**src/rtl/mem_rw_sequencer.sv**
```systemverilog
// mem_rw_sequencer: round-robin write-then-readback sequencer sharing one memory port
// Define SEQ_ASSERT_EN to compile in the wr->rd protocol assertions.
module mem_rw_sequencer #(
   parameter int ADDR_W = 8,
   parameter int DATA_W = 8,
   parameter int GAP    = 2,
   parameter int RD_LEN = 2
) (
   input  logic                clk,
   input  logic                rst,
   input  logic [1:0]          req,
   input  logic [2*ADDR_W-1:0] req_addr,
   input  logic [2*DATA_W-1:0] req_wdata,
   output logic [1:0]          gnt,
   output logic [1:0]          done,
   output logic                err,
   output logic [DATA_W-1:0]   rdata,
   output logic                wr,
   output logic                rd,
   output logic [ADDR_W-1:0]   mem_addr,
   output logic [DATA_W-1:0]   mem_wdata,
   input  logic [DATA_W-1:0]   mem_rdata
);
   localparam int CMAX = GAP > RD_LEN ? GAP : RD_LEN;
   localparam int CW = $clog2(CMAX + 1);
   localparam logic [CW-1:0] GEND = CW'(GAP > 1 ? GAP - 2 : 0);
   localparam logic [CW-1:0] REND = CW'(RD_LEN - 1);
   typedef enum logic [2:0] {IDLE, WRITE, GAPW, READ, DONE} state_t;
   state_t            state;
   logic [CW-1:0]     cnt;
   logic              sel, ptr, mis, win, miss;
   logic [ADDR_W-1:0] addr_w;
   logic [DATA_W-1:0] data_w;
   // the RR pointer only matters when both requesters compete
   assign win    = &req ? ptr : req[1];
   assign addr_w = win ? req_addr[2*ADDR_W-1:ADDR_W] : req_addr[ADDR_W-1:0];
   assign data_w = win ? req_wdata[2*DATA_W-1:DATA_W] : req_wdata[DATA_W-1:0];
   assign miss   = mem_rdata != mem_wdata;
   // sequencer FSM; gnt and wr rise together on the edge entering WRITE
   always_ff @(posedge clk) begin
      if (rst) begin
         state     <= IDLE;
         cnt       <= '0;
         sel       <= 1'b0;
         ptr       <= 1'b0;
         mis       <= 1'b0;
         gnt       <= '0;
         done      <= '0;
         err       <= 1'b0;
         rdata     <= '0;
         wr        <= 1'b0;
         rd        <= 1'b0;
         mem_addr  <= '0;
         mem_wdata <= '0;
      end else begin
         gnt  <= '0;
         done <= '0;
         case (state)
            IDLE: if (|req) begin
               gnt       <= win ? 2'b10 : 2'b01;
               sel       <= win;
               mem_addr  <= addr_w;
               mem_wdata <= data_w;
               wr        <= 1'b1;
               mis       <= 1'b0;
               state     <= WRITE;
            end
            WRITE: begin
               wr    <= 1'b0;
               cnt   <= '0;
               rd    <= GAP == 1;
               state <= GAP == 1 ? READ : GAPW;
            end
            GAPW: if (cnt == GEND) begin
               cnt   <= '0;
               rd    <= 1'b1;
               state <= READ;
            end else cnt <= cnt + CW'(1);
            READ: begin
               mis <= mis | miss;
               if (cnt == REND) begin
                  rd    <= 1'b0;
                  done  <= sel ? 2'b10 : 2'b01;
                  err   <= mis | miss;
                  rdata <= mem_rdata;
                  ptr   <= ~sel;
                  state <= DONE;
               end else cnt <= cnt + CW'(1);
            end
            default: state <= IDLE;
         endcase
      end
   end
`ifdef SEQ_ASSERT_EN
   // protocol checks on the memory-side strobes and the one-hot pulses
   a_wr_rd: assert property (@(posedge clk) disable iff (rst) $rose(wr) |-> ##GAP rd [*RD_LEN])
      $info("a_wr_rd pass %0t", $time); else $error("a_wr_rd violated %0t", $time);
   a_rd_len: assert property (@(posedge clk) disable iff (rst) $rose(rd) |-> rd [*RD_LEN] ##1 !rd)
      $info("a_rd_len pass %0t", $time); else $error("a_rd_len violated %0t", $time);
   a_gnt: assert property (@(posedge clk) disable iff (rst) $onehot0(gnt))
      $info("a_gnt pass %0t", $time); else $error("a_gnt violated %0t", $time);
   a_done: assert property (@(posedge clk) disable iff (rst) $onehot0(done))
      $info("a_done pass %0t", $time); else $error("a_done violated %0t", $time);
   a_excl: assert property (@(posedge clk) disable iff (rst) !(wr && rd))
      $info("a_excl pass %0t", $time); else $error("a_excl violated %0t", $time);
`endif
endmodule

```
**config.mk**
```make
export PLATFORM = sky130hd
export DESIGN_NAME = mem_rw_sequencer
export DESIGN_NICKNAME = d
export VERILOG_FILES = /design/src/rtl/mem_rw_sequencer.sv
export SDC_FILE = /design/constraint.sdc
export NUM_CORES = 1
export LEC_CHECK = 0
export ABC_AREA = 1
export CAP_MARGIN = 20
export CORE_AREA = 5 5 70 72
export CTS_CLUSTER_DIAMETER = 150
export DETAILED_ROUTE_END_ITERATION = 7
export DIE_AREA = 0 0 75 77
export PLACE_DENSITY = 0.91
export RECOVER_POWER = 25
export REMOVE_ABC_BUFFERS = 1
export SETUP_SLACK_MARGIN = 0.5
export SYNTH_ARGS = -nofsm -noshare
export SYNTH_HDL_FRONTEND = slang
export SYNTH_SLANG_ARGS = --single-unit
```
**constraint.sdc**
```tcl
create_clock -name clk -period 3.3 [get_ports clk]
set_input_delay 0.495 -clock clk [delete_from_list [all_inputs] [get_ports clk]]
set_output_delay 0.495 -clock clk [all_outputs]
set_load 0.03 [all_outputs]
```
# Word-level counts from Yosys, hierarchy flattened

Index checks and enable logic that the tools add are counted.

Muxes and demuxes: 19
Bitwise operators: 6
Add/subtract/negate cells: 1
Reductions and logical operators: 16
Equal/unequal tests: 9

Operator list:

| kind                  | number |
|---|---|
| $mux W8               | 2 |
| $pmux W3 S4           | 1 |
| $reduce_and A2 Y1     | 6 |
| $mux W3               | 3 |
| $mux W2               | 4 |
| $ne A2 B2 Y1 const B  | 4 |
| $ne A8 B8 Y1          | 1 |
| $eq A3 B2 Y1 const B  | 2 |
| $pmux W2 S3           | 1 |
| $reduce_and A3 Y1     | 2 |
| $reduce_or A3 Y1      | 2 |
| $mux W1               | 5 |
| $not A1 Y1            | 5 |
| $pmux W1 S2           | 2 |
| $reduce_bool A2 Y1    | 2 |
| $eq A3 B1 Y1 const B  | 1 |
| $logic_not A3 Y1      | 1 |
| $pmux W1 S3           | 1 |
| $reduce_bool A3 Y1    | 1 |
| $add A2 B1 Y2 const B | 1 |
| $eq A2 B1 Y1 const B  | 1 |
| $logic_not A2 Y1      | 1 |
| $reduce_or A2 Y1      | 1 |
| $or A1 B1 Y1          | 1 |

Word-level logic and storage cells: 64
Flip-flop bits (word level): 39
Output and inout port bits: 31
Input bits: 44

# Logic depth before layout (Yosys ltp)

Word-level depth: 3
Gate-level depth with buffers: 9
Mapped depth without buffers: 9

# Worst setup path after synthesis

Ideal clock, no wire load.

Path kind: input to register
Start point: input port req[0]
End point: register mem_addr[6]
Setup time: 124 ps
Required time: 3176 ps
Setup slack: 1928 ps
Path buffers: 1
Arrival time: 1247 ps
Cell stages on the path: 6
Path through: inv_1 > o21ai_2 > inv_2 > buf_2 > nand2_1 > a31oi_2

Word-level cells in the longest chain between the ends: 3
Elaborated cells on any way between the ends: 5
Classes of those cells: 2 x mux; 3 x reduce/logical

Ends and longest elaborated chain:

| item                   | RTL line | text |
|---|---|---|
| start: declaration     | 11       | `input logic [1:0] req,` |
| $reduce_and A2 Y1      | 35       | `assign win = &req ? ptr : req[1];` |
| $mux W1                | 35       |  |
| $mux W8                | 36       | `assign addr_w = win ? req_addr[2*ADDR_W-1:ADDR_W] : req_addr[ADDR_W-1:0];` |
| end signal: assignment | 62       | `mem_addr <= addr_w;` |
| end: declaration       | 20       | `output logic [ADDR_W-1:0] mem_addr,` |

Several ways; a longest one is shown, not always the timed one.
A chain may end at the register's enable or synchronous reset.

==> run metrics <==
vias=approximately 1800; Core ar.=~0.0042 mm2; RSZ-0062 raised after global routing=false; Synthesis Warnings=0; Crit path required time=3520 ps; Port Buffer Count=74; cells on worst reg2reg path=7; pin count of the biggest net entering global routing=28; GRT Util Overall=0.178; area of the multi-input gates=roughly 840 um2; PnR worst setup slack=between 1000 and 1500 ps; Starting Density=0.424; Vert. Die Dim=about 77 um; layout cell share with drive strength beyond 1=0.0915; sequential share of power=0.422; Fillers=about 360; FF-to-FF Start=cnt[1]$_SDFFE_PP0P_; Seq/Total Area, Yosys=0.435; clk_lat worst skew=300 ps; Clock transition at path regs=70 ps; Worst setup startpoint=rst; number of vias per cell=roughly 5.0; distinct cell type count after synthesis=32; DRT iter0 DRCs=60; fin. max-slew vios=0; final hold viol count=0; worst hold stages=1; GRT overflow=0; clock buffer depth=2; Hold Path Class=flip-flop to flip-flop; Setup CP Type=input pin to flip-flop; Detail Placement HPWL=approximately 3700 um; net switching power=~480 uW; slew at the pin closest to its max-slew limit=951 ps; power density cells=521 mW/mm2; area grow syn2layout=46.1%; Slew HR=0.366; post-DR wirelength/cell=between 10 and 15 um; P_int=between 800 and 900 uW; FF+latch count, synth=39; vias in the first global route=1817; Mapped Area=around 0.0018 mm2; num ports=75; CP Max Fanout=27; Post-CTS Setup Inserts=0; most frequent cell after synthesis=nand2_1; switch share=0.351; fin crit period=2110 ps; post-cts resize count=0; worst hold start=sel$_SDFFE_PP0P_; Die W=approximately 75 um; Comb pwr share=0.336; deepest level of the CTS H-tree=2; number of clock sinks=39; Leakage=between 0.001 and 0.0015 uW; Fmax achieved=approximately 0.47 GHz; Initial DRT Pass Iterations=4; outcome=complete, no violations; initial antenna violation count=0; Setup crit end kind=flip-flop; die outline area=0.00578 mm2; Crit path arrival time=around 2300 ps; # Max-Cap Violations=0; top cells by count, synth=59 x nand2_1, 39 x dfxtp_1, 28 x a21oi_1, 23 x inv_1, 14 x o21ai_0; Final GP Congestion=between 0.7 and 0.8; layout net count=353; final WL=4930 um; register area=between 700 and 800 um2; diodes inserted=0; Worst setup SP type=input pin; number of synthesized flops with an enable pin=0; CTS tree=yes; Final ANT Viol Nets=0; most used flip-flop cell after synthesis=dfxtp_1; Final Cycle Share=0.638; # hold bufs at CTS=0; final setup fails=0; Place WS=963 ps; global-route wire length before repair=approximately 8000 um; Syn Area/Cell=roughly 7.7 um2; Post-Syn Instances=around 230; setup TNS=0 ps; area share of the largest cell type after synthesis=0.435; DRC Markers=0; synth top area cells=dfxtp_1 43%, nand2_1 12%, a21oi_1 7.8%; Final Skew=5.09 ps; Rows=24; Clock power frac=0.242; CTS Root Cell=clkbuf_8; TritonCTS Buffers=5; post-synth top area cell=dfxtp_1; share of async-settable or async-resettable flops after synthesis=0; maximum vdd ir drop=roughly 0.00025 V
[through the flow]
step	instance area (um2)	instances	hold WS (ps)	total power (uW)	utilization
floorplan	1730	224	412	854	-
global placement	2540	351	428	1040	0.600
global route	2620	358	481	1440	0.619
CTS	2630	358	453	1380	0.621
detailed placement	2540	351	452	1050	0.600
finish	2620	358	466	1370	0.619
[metal layers]
| metal | GRT usage | share of wire | up-vias |
|---|---|---|---|
| li1 | - | - | 908 |
| met1 | 0.195 | 0.40 | 799 |
| met2 | 0.294 | 0.50 | 68 |
| met3 | 0.0797 | 0.086 | 9 |
| met4 | 0.0658 | 0.018 | 0 |
| met5 | 0 | 0 | - |
[area by class of cell]
type,instances,share of cell area
Multi-Input combinational cell,159,0.319
Sequential cell,39,0.298
Timing Repair Buffer,75,0.285
Inverter,26,0.0396
Clock buffer,6,0.0315
Tap cell,52,0.0248
Clock inverter,1,0.00191
[cell families (layout without fill, tap and decap cells)]
logic type / Yosys count / count (layout) / share of synthesized area
DFF: 39 / 39 / 0.435
adders and majority gates: 3 / 3 / 0.0209
xor gates and xnor gates: 2 / 2 / 0.00976
and+or+nand+nor: 87 / 87 / 0.213
buffers and inverters: 34 / 108 / 0.0948
AOI/OAI and AO/OA: 67 / 67 / 0.226
[placed cells by master (no fill, tap or decap)]
master / instances
clkdlybuf4s50_1: 65
nand2_1: 60
dfxtp_1: 39
a21oi_1: 28
inv_1: 23
o21ai_0: 14
nor2_1: 13
o21ai_2: 10
dlygate4sd3_1: 9
a31oi_1: 7
nand3_1: 6
clkbuf_8: 6
nand4_1: 3
ha_1: 3
xor2_1: 2
a31oi_2: 2
o21ai_1: 2
nor2_4: 1
nand3_4: 1
nor2_2: 1
inv_6: 1
inv_2: 1
a21oi_2: 1
or2_0: 1
nand2_4: 1
clkinvlp_2: 1
o21a_1: 1
o31ai_1: 1
o22ai_1: 1
clkinv_2: 1
buf_4: 1
[sequential cells by signal (all words and copies together) (netlist names)]
signal,flops
gnt,2
rd,1
mem_wdata,8
cnt,2
state,3
sel,1
ptr,1
rdata,8
wr,1
mis,1
mem_addr,8
done,2
err,1
[path summary, 6_finish.rpt]
kind / end / slack [ps]
worst min register to register: done[0]$_SDFF_PP0_ / 470
worst max-delay path: mem_addr[1]$_SDFFE_PP0P_ / 1190
worst min-delay path: done[0]$_SDFF_PP0_ / 470
worst max register to register: err$_SDFFE_PP0P_ / 1310
[critical path, cell delays in order]
cell,delay [ps]
dlygate4sd3_1,680
inv_1,750
o21ai_0,200
a31oi_1,200
[power by group through the flow]
stage                     logic, uW  registers [uW]  clock network [uW]
after floorplan                 186             668                   0
after global placement          456             582                   0
after detailed placement        465             585                   0
after CTS                       467             576                 336
after global routing            500             583                 358
final                           459             576                 330
Note: power is estimated with default switching activity, not from simulation.
